### src/rtl/rv_dec_pkg.sv
// Shared RV32I decode definitions: alu_info_bus layout, op-bit indices and opcode/funct constants.
// Used by idu_dec_stage and the EXU ALU decoder so both ends agree on the bus encoding.
package rv_dec_pkg;

    localparam int unsigned XLEN   = 32;
    localparam int unsigned INFO_W = 14;

    typedef enum logic [2:0] {
        TYPE_NONE = 3'b000,
        TYPE_ALU  = 3'b001,
        TYPE_BJP  = 3'b010,
        TYPE_AGU  = 3'b011,
        TYPE_CSR  = 3'b100
    } info_type_e;

    localparam logic [3:0] ALU_ADD  = 4'd0,  ALU_SUB = 4'd1, ALU_SLL = 4'd2, ALU_SLT = 4'd3,
                           ALU_SLTU = 4'd4,  ALU_XOR = 4'd5, ALU_SRL = 4'd6, ALU_SRA = 4'd7,
                           ALU_OR   = 4'd8,  ALU_AND = 4'd9, ALU_IMM = 4'd10;

    localparam logic [3:0] BJP_JAL  = 4'd0, BJP_BEQ  = 4'd1, BJP_BNE = 4'd2, BJP_BLT   = 4'd3,
                           BJP_BGE  = 4'd4, BJP_BLTU = 4'd5, BJP_BGEU = 4'd6, BJP_LUI  = 4'd7,
                           BJP_AUIPC = 4'd8, BJP_JALR = 4'd9;

    localparam logic [3:0] AGU_LB = 4'd0, AGU_LH = 4'd1, AGU_LW = 4'd2, AGU_LBU = 4'd3,
                           AGU_LHU = 4'd4, AGU_SB = 4'd5, AGU_SH = 4'd6, AGU_SW = 4'd7;

    localparam logic [3:0] CSR_FENCE  = 4'd0, CSR_FENCEI = 4'd1, CSR_ECALL  = 4'd2,
                           CSR_EBREAK = 4'd3, CSR_RW     = 4'd4, CSR_RS     = 4'd5,
                           CSR_RC     = 4'd6, CSR_RWI    = 4'd7, CSR_RSI    = 4'd8,
                           CSR_RCI    = 4'd9;

    localparam logic [6:0] OPC_LUI    = 7'b0110111, OPC_AUIPC  = 7'b0010111,
                           OPC_JAL    = 7'b1101111, OPC_JALR   = 7'b1100111,
                           OPC_BRANCH = 7'b1100011, OPC_LOAD   = 7'b0000011,
                           OPC_STORE  = 7'b0100011, OPC_OP_IMM = 7'b0010011,
                           OPC_OP     = 7'b0110011, OPC_MISC   = 7'b0001111,
                           OPC_SYSTEM = 7'b1110011;

    localparam logic [6:0] F7_BASE = 7'b0000000, F7_ALT = 7'b0100000;

    typedef enum logic [2:0] {
        IMM_NONE, IMM_I, IMM_SH, IMM_S, IMM_B, IMM_U, IMM_J, IMM_Z
    } imm_sel_e;

    // Registered decode payload handed across the ID/EX boundary (immediate and PC kept separately).
    typedef struct packed {
        logic [INFO_W-1:0] info;
        logic [4:0]        rs1;
        logic [4:0]        rs2;
        logic [4:0]        rd;
        logic              wen;
        logic [11:0]       csr_addr;
    } dec_t;

    function automatic logic [INFO_W-1:0] mk_info(input info_type_e t, input logic [3:0] b);
        logic [INFO_W-1:0] r;
        r        = '0;
        r[13:11] = t;
        r[b]     = 1'b1;
        return r;
    endfunction

endpackage

### src/rtl/idu_dec_stage_if.sv
// IFU->IDU fetch handshake and IDU->EXU decoded-instruction bus.
// master = decode stage, slave = the IFU/EXU side driving it.
interface idu_dec_stage_if;
    import rv_dec_pkg::*;

    logic              ifu_valid;
    logic              ifu_ready;
    logic [XLEN-1:0]   ifu_instr;
    logic [XLEN-1:0]   ifu_pc;
    logic              exu_valid;
    logic              exu_ready;
    logic [INFO_W-1:0] alu_info_bus;
    logic [4:0]        rs1_idx;
    logic [4:0]        rs2_idx;
    logic [4:0]        rd_idx;
    logic              rd_wen;
    logic [XLEN-1:0]   imm;
    logic [XLEN-1:0]   pc;
    logic [11:0]       csr_addr;

    modport master (
        input  ifu_valid, ifu_instr, ifu_pc, exu_ready,
        output ifu_ready, exu_valid, alu_info_bus, rs1_idx, rs2_idx, rd_idx, rd_wen, imm, pc, csr_addr
    );

    modport slave (
        output ifu_valid, ifu_instr, ifu_pc, exu_ready,
        input  ifu_ready, exu_valid, alu_info_bus, rs1_idx, rs2_idx, rd_idx, rd_wen, imm, pc, csr_addr
    );

endinterface

### src/rtl/idu_imm_gen.sv
// Immediate generator: picks the I/S/B/U/J/shamt/zimm form of the instruction word.
module idu_imm_gen
    import rv_dec_pkg::*;
(
    input  logic [31:7]     i_instr,
    input  imm_sel_e        i_sel,
    output logic [XLEN-1:0] o_imm
);

    always_comb begin
        // NOTE: every combinational output gets a default first so no path can infer a latch.
        o_imm = '0;
        case (i_sel)
            IMM_I:  o_imm = {{20{i_instr[31]}}, i_instr[31:20]};
            IMM_SH: o_imm = {27'b0, i_instr[24:20]};
            IMM_S:  o_imm = {{20{i_instr[31]}}, i_instr[31:25], i_instr[11:7]};
            IMM_B:  o_imm = {{19{i_instr[31]}}, i_instr[31], i_instr[7], i_instr[30:25],
                             i_instr[11:8], 1'b0};
            IMM_U:  o_imm = {i_instr[31:12], 12'b0};
            IMM_J:  o_imm = {{11{i_instr[31]}}, i_instr[31], i_instr[19:12], i_instr[20],
                             i_instr[30:21], 1'b0};
            IMM_Z:  o_imm = {27'b0, i_instr[19:15]};
            default: o_imm = '0;
        endcase
    end

endmodule

### src/rtl/idu_dec_stage.sv
// RV32I decode stage with registered ID/EX boundary; stalls after ecall/ebreak/fence.i until EXU retires it.
// Define IDU_ILLEGAL_TRAP_EN to add o_illegal and serialize on illegal encodings.
module idu_dec_stage
    import rv_dec_pkg::*;
(
    input  logic clk,
    input  logic rst_n,
    input  logic i_flush,
    input  logic i_serial_done,
`ifdef IDU_ILLEGAL_TRAP_EN
    output logic o_illegal,
`endif
    idu_dec_stage_if.master io_bus
);

    localparam logic [0:0] ST_RUN  = 1'b0;
    localparam logic [0:0] ST_WAIT = 1'b1;

    logic [0:0]      r_state;
    logic            r_exu_valid;
    dec_t            r_dec;
    logic [XLEN-1:0] r_imm;
    logic [XLEN-1:0] r_pc;

    dec_t            w_dec;
    imm_sel_e        w_imm_sel;
    logic [XLEN-1:0] w_imm;
    info_type_e      w_type;
    logic [3:0]      w_bit;
    logic            w_imm_flag;
    logic            w_wen_raw;
    logic            w_is_serial;
    logic            w_illegal;
    logic            w_serial;
    logic            w_ifu_ready;
    logic            w_capture;

    logic [6:0] w_opc;
    logic [2:0] w_f3;
    logic [6:0] w_f7;
    assign w_opc = io_bus.ifu_instr[6:0];
    assign w_f3  = io_bus.ifu_instr[14:12];
    assign w_f7  = io_bus.ifu_instr[31:25];

    always_comb begin
        w_dec       = '0;
        w_imm_sel   = IMM_NONE;
        w_type      = TYPE_NONE;
        w_bit       = '0;
        w_imm_flag  = 1'b0;
        w_wen_raw   = 1'b0;
        w_is_serial = 1'b0;
        w_illegal   = 1'b0;
        case (w_opc)
            OPC_LUI, OPC_AUIPC: begin
                w_type = TYPE_BJP;  w_bit = (w_opc == OPC_LUI) ? BJP_LUI : BJP_AUIPC;
                w_dec.rd = io_bus.ifu_instr[11:7];  w_wen_raw = 1'b1;  w_imm_sel = IMM_U;
            end
            OPC_JAL: begin
                w_type = TYPE_BJP;  w_bit = BJP_JAL;
                w_dec.rd = io_bus.ifu_instr[11:7];  w_wen_raw = 1'b1;  w_imm_sel = IMM_J;
            end
            OPC_JALR: begin
                w_type = TYPE_BJP;  w_bit = BJP_JALR;  w_illegal = (w_f3 != 3'b000);
                w_dec.rs1 = io_bus.ifu_instr[19:15];  w_dec.rd = io_bus.ifu_instr[11:7];
                w_wen_raw = 1'b1;  w_imm_sel = IMM_I;
            end
            OPC_BRANCH: begin
                w_type = TYPE_BJP;  w_imm_sel = IMM_B;
                w_dec.rs1 = io_bus.ifu_instr[19:15];  w_dec.rs2 = io_bus.ifu_instr[24:20];
                case (w_f3)
                    3'b000: w_bit = BJP_BEQ;   3'b001: w_bit = BJP_BNE;
                    3'b100: w_bit = BJP_BLT;   3'b101: w_bit = BJP_BGE;
                    3'b110: w_bit = BJP_BLTU;  3'b111: w_bit = BJP_BGEU;
                    default: w_illegal = 1'b1;
                endcase
            end
            OPC_LOAD: begin
                w_type = TYPE_AGU;  w_imm_sel = IMM_I;  w_wen_raw = 1'b1;
                w_dec.rs1 = io_bus.ifu_instr[19:15];  w_dec.rd = io_bus.ifu_instr[11:7];
                case (w_f3)
                    3'b000: w_bit = AGU_LB;   3'b001: w_bit = AGU_LH;  3'b010: w_bit = AGU_LW;
                    3'b100: w_bit = AGU_LBU;  3'b101: w_bit = AGU_LHU;
                    default: w_illegal = 1'b1;
                endcase
            end
            OPC_STORE: begin
                w_type = TYPE_AGU;  w_imm_sel = IMM_S;
                w_dec.rs1 = io_bus.ifu_instr[19:15];  w_dec.rs2 = io_bus.ifu_instr[24:20];
                case (w_f3)
                    3'b000: w_bit = AGU_SB;  3'b001: w_bit = AGU_SH;  3'b010: w_bit = AGU_SW;
                    default: w_illegal = 1'b1;
                endcase
            end
            OPC_OP_IMM: begin
                w_type = TYPE_ALU;  w_imm_flag = 1'b1;  w_wen_raw = 1'b1;  w_imm_sel = IMM_I;
                w_dec.rs1 = io_bus.ifu_instr[19:15];  w_dec.rd = io_bus.ifu_instr[11:7];
                case (w_f3)
                    3'b000: w_bit = ALU_ADD;   3'b010: w_bit = ALU_SLT;
                    3'b011: w_bit = ALU_SLTU;  3'b100: w_bit = ALU_XOR;
                    3'b110: w_bit = ALU_OR;    3'b111: w_bit = ALU_AND;
                    3'b001: begin
                        w_bit = ALU_SLL;  w_imm_sel = IMM_SH;  w_illegal = (w_f7 != F7_BASE);
                    end
                    default: begin
                        w_imm_sel = IMM_SH;
                        if (w_f7 == F7_BASE)     w_bit = ALU_SRL;
                        else if (w_f7 == F7_ALT) w_bit = ALU_SRA;
                        else                     w_illegal = 1'b1;
                    end
                endcase
            end
            OPC_OP: begin
                w_type = TYPE_ALU;  w_wen_raw = 1'b1;
                w_dec.rs1 = io_bus.ifu_instr[19:15];  w_dec.rs2 = io_bus.ifu_instr[24:20];
                w_dec.rd  = io_bus.ifu_instr[11:7];
                if (w_f7 == F7_BASE) begin
                    case (w_f3)
                        3'b000: w_bit = ALU_ADD;   3'b001: w_bit = ALU_SLL;
                        3'b010: w_bit = ALU_SLT;   3'b011: w_bit = ALU_SLTU;
                        3'b100: w_bit = ALU_XOR;   3'b101: w_bit = ALU_SRL;
                        3'b110: w_bit = ALU_OR;    default: w_bit = ALU_AND;
                    endcase
                end else if (w_f7 == F7_ALT && w_f3 == 3'b000) begin
                    w_bit = ALU_SUB;
                end else if (w_f7 == F7_ALT && w_f3 == 3'b101) begin
                    w_bit = ALU_SRA;
                end else begin
                    w_illegal = 1'b1;
                end
            end
            OPC_MISC: begin
                w_type = TYPE_CSR;
                case (w_f3)
                    3'b000: w_bit = CSR_FENCE;
                    3'b001: begin w_bit = CSR_FENCEI;  w_is_serial = 1'b1; end
                    default: w_illegal = 1'b1;
                endcase
            end
            OPC_SYSTEM: begin
                w_type = TYPE_CSR;
                w_dec.rd = io_bus.ifu_instr[11:7];  w_wen_raw = 1'b1;
                w_dec.csr_addr = io_bus.ifu_instr[31:20];
                case (w_f3)
                    3'b001: begin w_bit = CSR_RW;  w_dec.rs1 = io_bus.ifu_instr[19:15]; end
                    3'b010: begin w_bit = CSR_RS;  w_dec.rs1 = io_bus.ifu_instr[19:15]; end
                    3'b011: begin w_bit = CSR_RC;  w_dec.rs1 = io_bus.ifu_instr[19:15]; end
                    3'b101: begin w_bit = CSR_RWI; w_imm_sel = IMM_Z; end
                    3'b110: begin w_bit = CSR_RSI; w_imm_sel = IMM_Z; end
                    3'b111: begin w_bit = CSR_RCI; w_imm_sel = IMM_Z; end
                    3'b000: begin
                        // ecall/ebreak carry no register or CSR operands.
                        w_dec.rd = '0;  w_wen_raw = 1'b0;  w_dec.csr_addr = '0;
                        w_is_serial = 1'b1;
                        if (io_bus.ifu_instr[31:7] == 25'h0)              w_bit = CSR_ECALL;
                        else if (io_bus.ifu_instr[31:7] == {12'h001, 13'h0}) w_bit = CSR_EBREAK;
                        else                                                  w_illegal = 1'b1;
                    end
                    default: w_illegal = 1'b1;
                endcase
            end
            default: w_illegal = 1'b1;
        endcase

        w_dec.info = mk_info(w_type, w_bit);
        if (w_imm_flag) w_dec.info[ALU_IMM] = 1'b1;
        w_dec.wen = w_wen_raw & (w_dec.rd != 5'd0);

        if (w_illegal) begin
            w_dec       = '0;
            w_imm_sel   = IMM_NONE;
            w_is_serial = 1'b0;
        end
    end

    idu_imm_gen u_imm_gen (
        .i_instr (io_bus.ifu_instr[31:7]),
        .i_sel   (w_imm_sel),
        .o_imm   (w_imm)
    );

`ifdef IDU_ILLEGAL_TRAP_EN
    assign w_serial = w_is_serial | w_illegal;
`else
    assign w_serial = w_is_serial;
`endif

    assign w_ifu_ready = i_flush | ((r_state == ST_RUN) & (~r_exu_valid | io_bus.exu_ready));
    assign w_capture   = io_bus.ifu_valid & w_ifu_ready & ~i_flush;

    // NOTE: sequential state uses non-blocking assignments so every flop samples pre-edge values.
    always_ff @(posedge clk or negedge rst_n) begin
        if (!rst_n) begin
            r_state     <= ST_RUN;
            r_exu_valid <= 1'b0;
            r_dec       <= '0;
            r_imm       <= '0;
            r_pc        <= '0;
        end else if (i_flush) begin
            r_state     <= ST_RUN;
            r_exu_valid <= 1'b0;
        end else begin
            if (w_capture) begin
                r_exu_valid <= 1'b1;
                r_dec       <= w_dec;
                r_imm       <= w_imm;
                r_pc        <= io_bus.ifu_pc;
            end else if (io_bus.exu_ready) begin
                r_exu_valid <= 1'b0;
            end
            if (w_capture && w_serial)                r_state <= ST_WAIT;
            else if (r_state == ST_WAIT && i_serial_done) r_state <= ST_RUN;
        end
    end

`ifdef IDU_ILLEGAL_TRAP_EN
    logic r_illegal;
    always_ff @(posedge clk or negedge rst_n) begin
        if (!rst_n)                     r_illegal <= 1'b0;
        else if (!i_flush && w_capture) r_illegal <= w_illegal;
    end
    assign o_illegal = r_illegal;
`endif

    assign io_bus.ifu_ready    = w_ifu_ready;
    assign io_bus.exu_valid    = r_exu_valid;
    assign io_bus.alu_info_bus = r_dec.info;
    assign io_bus.rs1_idx      = r_dec.rs1;
    assign io_bus.rs2_idx      = r_dec.rs2;
    assign io_bus.rd_idx       = r_dec.rd;
    assign io_bus.rd_wen       = r_dec.wen;
    assign io_bus.imm          = r_imm;
    assign io_bus.pc           = r_pc;
    assign io_bus.csr_addr     = r_dec.csr_addr;

endmodule

### src/flat_wrapper.sv
// flat-port wrapper written by rule: the top's interface ports become plain ports
module idu_dec_stage_flat import rv_dec_pkg::*;
  (clk, rst_n, i_flush, i_serial_done, io_bus_ifu_valid, io_bus_ifu_instr, io_bus_ifu_pc, io_bus_exu_ready, io_bus_ifu_ready, io_bus_exu_valid, io_bus_alu_info_bus, io_bus_rs1_idx, io_bus_rs2_idx, io_bus_rd_idx, io_bus_rd_wen, io_bus_imm, io_bus_pc, io_bus_csr_addr);
  idu_dec_stage_if io_bus_i ();
  input  logic clk;
  input  logic rst_n;
  input  logic i_flush;
  input  logic i_serial_done;
  input wire logic [$bits(io_bus_i.ifu_valid)-1:0] io_bus_ifu_valid;
  input wire logic [$bits(io_bus_i.ifu_instr)-1:0] io_bus_ifu_instr;
  input wire logic [$bits(io_bus_i.ifu_pc)-1:0] io_bus_ifu_pc;
  input wire logic [$bits(io_bus_i.exu_ready)-1:0] io_bus_exu_ready;
  output wire logic [$bits(io_bus_i.ifu_ready)-1:0] io_bus_ifu_ready;
  output wire logic [$bits(io_bus_i.exu_valid)-1:0] io_bus_exu_valid;
  output wire logic [$bits(io_bus_i.alu_info_bus)-1:0] io_bus_alu_info_bus;
  output wire logic [$bits(io_bus_i.rs1_idx)-1:0] io_bus_rs1_idx;
  output wire logic [$bits(io_bus_i.rs2_idx)-1:0] io_bus_rs2_idx;
  output wire logic [$bits(io_bus_i.rd_idx)-1:0] io_bus_rd_idx;
  output wire logic [$bits(io_bus_i.rd_wen)-1:0] io_bus_rd_wen;
  output wire logic [$bits(io_bus_i.imm)-1:0] io_bus_imm;
  output wire logic [$bits(io_bus_i.pc)-1:0] io_bus_pc;
  output wire logic [$bits(io_bus_i.csr_addr)-1:0] io_bus_csr_addr;
  assign io_bus_i.ifu_valid = io_bus_ifu_valid;
  assign io_bus_i.ifu_instr = io_bus_ifu_instr;
  assign io_bus_i.ifu_pc = io_bus_ifu_pc;
  assign io_bus_i.exu_ready = io_bus_exu_ready;
  assign io_bus_ifu_ready = io_bus_i.ifu_ready;
  assign io_bus_exu_valid = io_bus_i.exu_valid;
  assign io_bus_alu_info_bus = io_bus_i.alu_info_bus;
  assign io_bus_rs1_idx = io_bus_i.rs1_idx;
  assign io_bus_rs2_idx = io_bus_i.rs2_idx;
  assign io_bus_rd_idx = io_bus_i.rd_idx;
  assign io_bus_rd_wen = io_bus_i.rd_wen;
  assign io_bus_imm = io_bus_i.imm;
  assign io_bus_pc = io_bus_i.pc;
  assign io_bus_csr_addr = io_bus_i.csr_addr;
  idu_dec_stage u_core (.clk(clk), .rst_n(rst_n), .i_flush(i_flush), .i_serial_done(i_serial_done), .io_bus(io_bus_i));
endmodule
### config.mk
export PLATFORM = sky130hd
export DESIGN_NAME = idu_dec_stage_flat
export DESIGN_NICKNAME = d
export VERILOG_FILES = /design/src/rtl/rv_dec_pkg.sv /design/src/rtl/idu_dec_stage_if.sv /design/src/rtl/idu_imm_gen.sv /design/src/rtl/idu_dec_stage.sv /design/src/flat_wrapper.sv
export SDC_FILE = /design/constraint.sdc
export NUM_CORES = 1
export LEC_CHECK = 0
export ABC_AREA = 1
export BUFFER_PORTS_ARGS = -buffer_cell sky130_fd_sc_hd__buf_2
export CAP_MARGIN = 20
export CORE_ASPECT_RATIO = 1.75
export CORE_MARGIN = 3
export CORE_UTILIZATION = 40
export DETAILED_ROUTE_END_ITERATION = 12
export HOLD_SLACK_MARGIN = 0.05
export PLACE_DENSITY = 0.77
export SLEW_MARGIN = 25
export SYNTH_ARGS = -nofsm -noshare
export SYNTH_HDL_FRONTEND = slang
export SYNTH_SLANG_ARGS = --single-unit
### constraint.sdc
create_clock -name clk -period 4.1 [get_ports clk]
set_input_delay 0.205 -clock clk [delete_from_list [all_inputs] [get_ports clk]]
set_output_delay 0.205 -clock clk [all_outputs]
set_load 0.01 [all_outputs]
==> out/results.ini <==
[run_status]
status=finished, final reports clean

[power]
p_sw_share_pct=28.0
pwr-share-comb_pct=13.5
powerDensity_nw_per_um2=340
p_leak_nw=3.90
internal_power_mw=1.65
power_switching_mw=0.640
clockPowerShare_pct=36.7
power_mw=2.29
seq_power_share_pct=49.8
peakVddDrop_mv=0.174

[worst_setup_path]
crit_slowest_cell=nor2_2
r2r_start=u_core.io_bus.exu_valid
cp_top_family=simple AND/OR/NAND/NOR gates
end_kind=flip-flop
cp_cell_sequence=buf_2, nand2_1, nor2_1, nand2_1, nand2_1, nor2_1, nand2_1, nand2_1, inv_2, nand2_4, nor2_2, inv_2, nor2_1, nand2_1, o21ai_1
startpoint=io_bus_ifu_instr[1]
max_stage_delay_ps=520
worstReg2RegEnd=u_core.io_bus.alu_info_bus[0]
arrival_ps=2600
r2r_cells=9
ff2ff_setup_slack_ps=2140
critical_path_buf_inv_count=3
start_kind=input port
cp.required_ps=4370
crit_type=in -> reg
path_max_fanout=14
crit_path_frequent_cell=nand2_1

[clocking]
insertion_delay_ps=350
hold_buffers=11
h-tree-depth=3
cts_tree=built
cts_buffers=9
path_clk_slew_ps=80
clock_sinks=108
clk_root_buffer_cell=clkbuf_16
cts_setup_buffers=0
cts_resized=0
clock_path_buffers=2

[sta]
rsz0062_at_grt=no
hold_viol=0
timing.final.crit_share_pct=56.8
fmax_ghz=0.430
drv_slew=0
fin_tns_setup_ps=0
finalClockSkew_ps=8.36
finalSetupViolCount=0
worstMarginPinSlew_ps=778
relSlewSlack_pct=48.1
fin_crit_ps=2330

[floorplan]
io_pins=178
num_rows=54
die-area_sq_um=14700
chipWidth_um=92.9
core_area_sq_um=12700
die_h_um=158
start_util_pct=41.6

[placed_design]
place_congestion=1.03
dp_hpwl_mm=13.0
io_buffers=177

[finish]
fillerInstances=1295
area_growth_pct=27.3
n_antenna_cell=0
nNetsFinal=950
layout-drive-gt1-share_pct=25.6

[route]
dr.pass1.iters=5
drt-total-wl_mm=17.3
vias=5319
drt-initial-drc-count=320
drc=0
ant_nets=0
vias_per_cell=5.05
routedWlPerCell_um=16.4

[global_route]
grt_pass1_vias=5184
antenna_found_initial=0
grt_pass1_wl_mm=26.5
grt-ovfl-total=0
grtUsageTotal_pct=23.3
grt_start_max_net_pins=108

[worst_hold_path]
hold_end=u_core.io_bus.pc[29]
hold_path_class=in -> reg
holdPathStages=3
hold_path.startpoint=io_bus_ifu_pc[29]

[yosys]
synthesis.nets=770
synth.cells.most_frequent=332 x nand2_1, 108 x dfrtp_1, 48 x nor2_1, 38 x o21ai_0, 34 x inv_1
ys_seq_elements=108
ys_types=34
synth_top_area_share_pct=51.2
syn_area_per_cell_sq_um=7.55
synth.largest_area_cell=dfrtp_1
ys_seq_area_share_pct=51.2
async_flop_share_pct=100
synth-edff-count=0
ys_warn_count=0
synth_cells=700
synthesis.area_sq_um=5280
synthTopCellsByArea=dfrtp_1 51%, nand2_1 24%, o21ai_0 3.6%
synth_ff_type=dfrtp_1
synth.most_common_cell=nand2_1

[job]
maxCapViolations=0

-- worst min-delay path: stages --
cell and delay (ps):
buf_2 70, nand2_1 50, nand2_1 60
-- through the flow --
step                instance area [sq um]  hold slack (ps)  setup slack [ps]  std cells  util [%]
floorplan                            5280            -90.6              2310        700         -
global placement                     6320              258              1500       1026      49.7
detailed placement                   6320              264              1420       1026      49.7
CTS                                  6720             50.2              1800       1053      52.9
global route                         6720             55.8              1520       1053      52.9
finish                               6720             62.2              1770       1053      52.9
-- per-layer routing --
| layer | GRT usage [%] | vias up | wire [um] | share of wire [%] |
|---|---|---|---|---|
| li1 | - | 2589 | - | - |
| met1 | 25.5 | 2476 | 6210 | 36 |
| met2 | 41.9 | 199 | 9230 | 53 |
| met3 | 3.42 | 55 | 776 | 4.5 |
| met4 | 14.3 | 0 | 1040 | 6.0 |
| met5 | 0 | - | 0 | 0 |
-- worst max path at each step --
stage,slack [ps],depth (start not counted),endpoint
6_report,1770,15,u_core.io_bus.alu_info_bus[0]
5_1_grt,1520,15,u_core.io_bus.alu_info_bus[0]
4_1_cts,1800,15,u_core.io_bus.alu_info_bus[3]
3_5_place_dp,1420,15,u_core.io_bus.alu_info_bus[0]
3_3_place_gp,1500,15,u_core.io_bus.alu_info_bus[0]
2_1_floorplan,2310,16,u_core.io_bus.imm[21]
-- cell type report --
cell class / count / area (sq um) / share of cell area, %
flip-flops and latches: 108 / 2700 / 40.2
repair buffers: 192 / 1030 / 15.4
inverters: 45 / 170 / 2.53
clock buffers: 10 / 229 / 3.41
well taps: 168 / 210 / 3.13
clock inverters: 6 / 61.3 / 0.912
multi-input cells: 524 / 2320 / 34.5
-- power by group through the flow --
stage                     Sequential, mW  Combinational, mW  Clock [mW]
after detailed placement            1.16              0.300           0
after global routing                1.14              0.343       0.900
after CTS                           1.14              0.310       0.854
after global placement              1.16              0.298           0
after floorplan                     1.19              0.115           0
final                               1.14              0.308       0.839
-- sequential cells by signal, indices dropped and copies added, names as in the netlist --
signal and count:
u_core.io_bus.pc 32, u_core.io_bus.alu_info_bus 14, u_core.io_bus.exu_valid 1, u_core.io_bus.rs1_idx 5
u_core.io_bus.imm 32, u_core.io_bus.rs2_idx 5, u_core.r_state 1, u_core.io_bus.csr_addr 12
u_core.io_bus.rd_idx 5, u_core.io_bus.rd_wen 1
-- cells by family after synthesis --
family                 Yosys count  synth area share, %
AO/OA/AOI/OAI                   81                 9.64
buffers and inverters           68                 5.07
AND/OR/NAND/NOR                443                 34.1
flip-flops                     108                 51.2
-- placed cells by master (no fill, tap or decap), types with 9 or more instances in the layout --
cell	n
nand2_1	332
buf_2	176
dfrtp_1	108
nor2_1	48
o21ai_0	38
inv_1	34
nand3_1	27
dlygate4sd3_1	11
inv_2	9
clkbuf_16	9
Power figures use the tool's default switching activity.
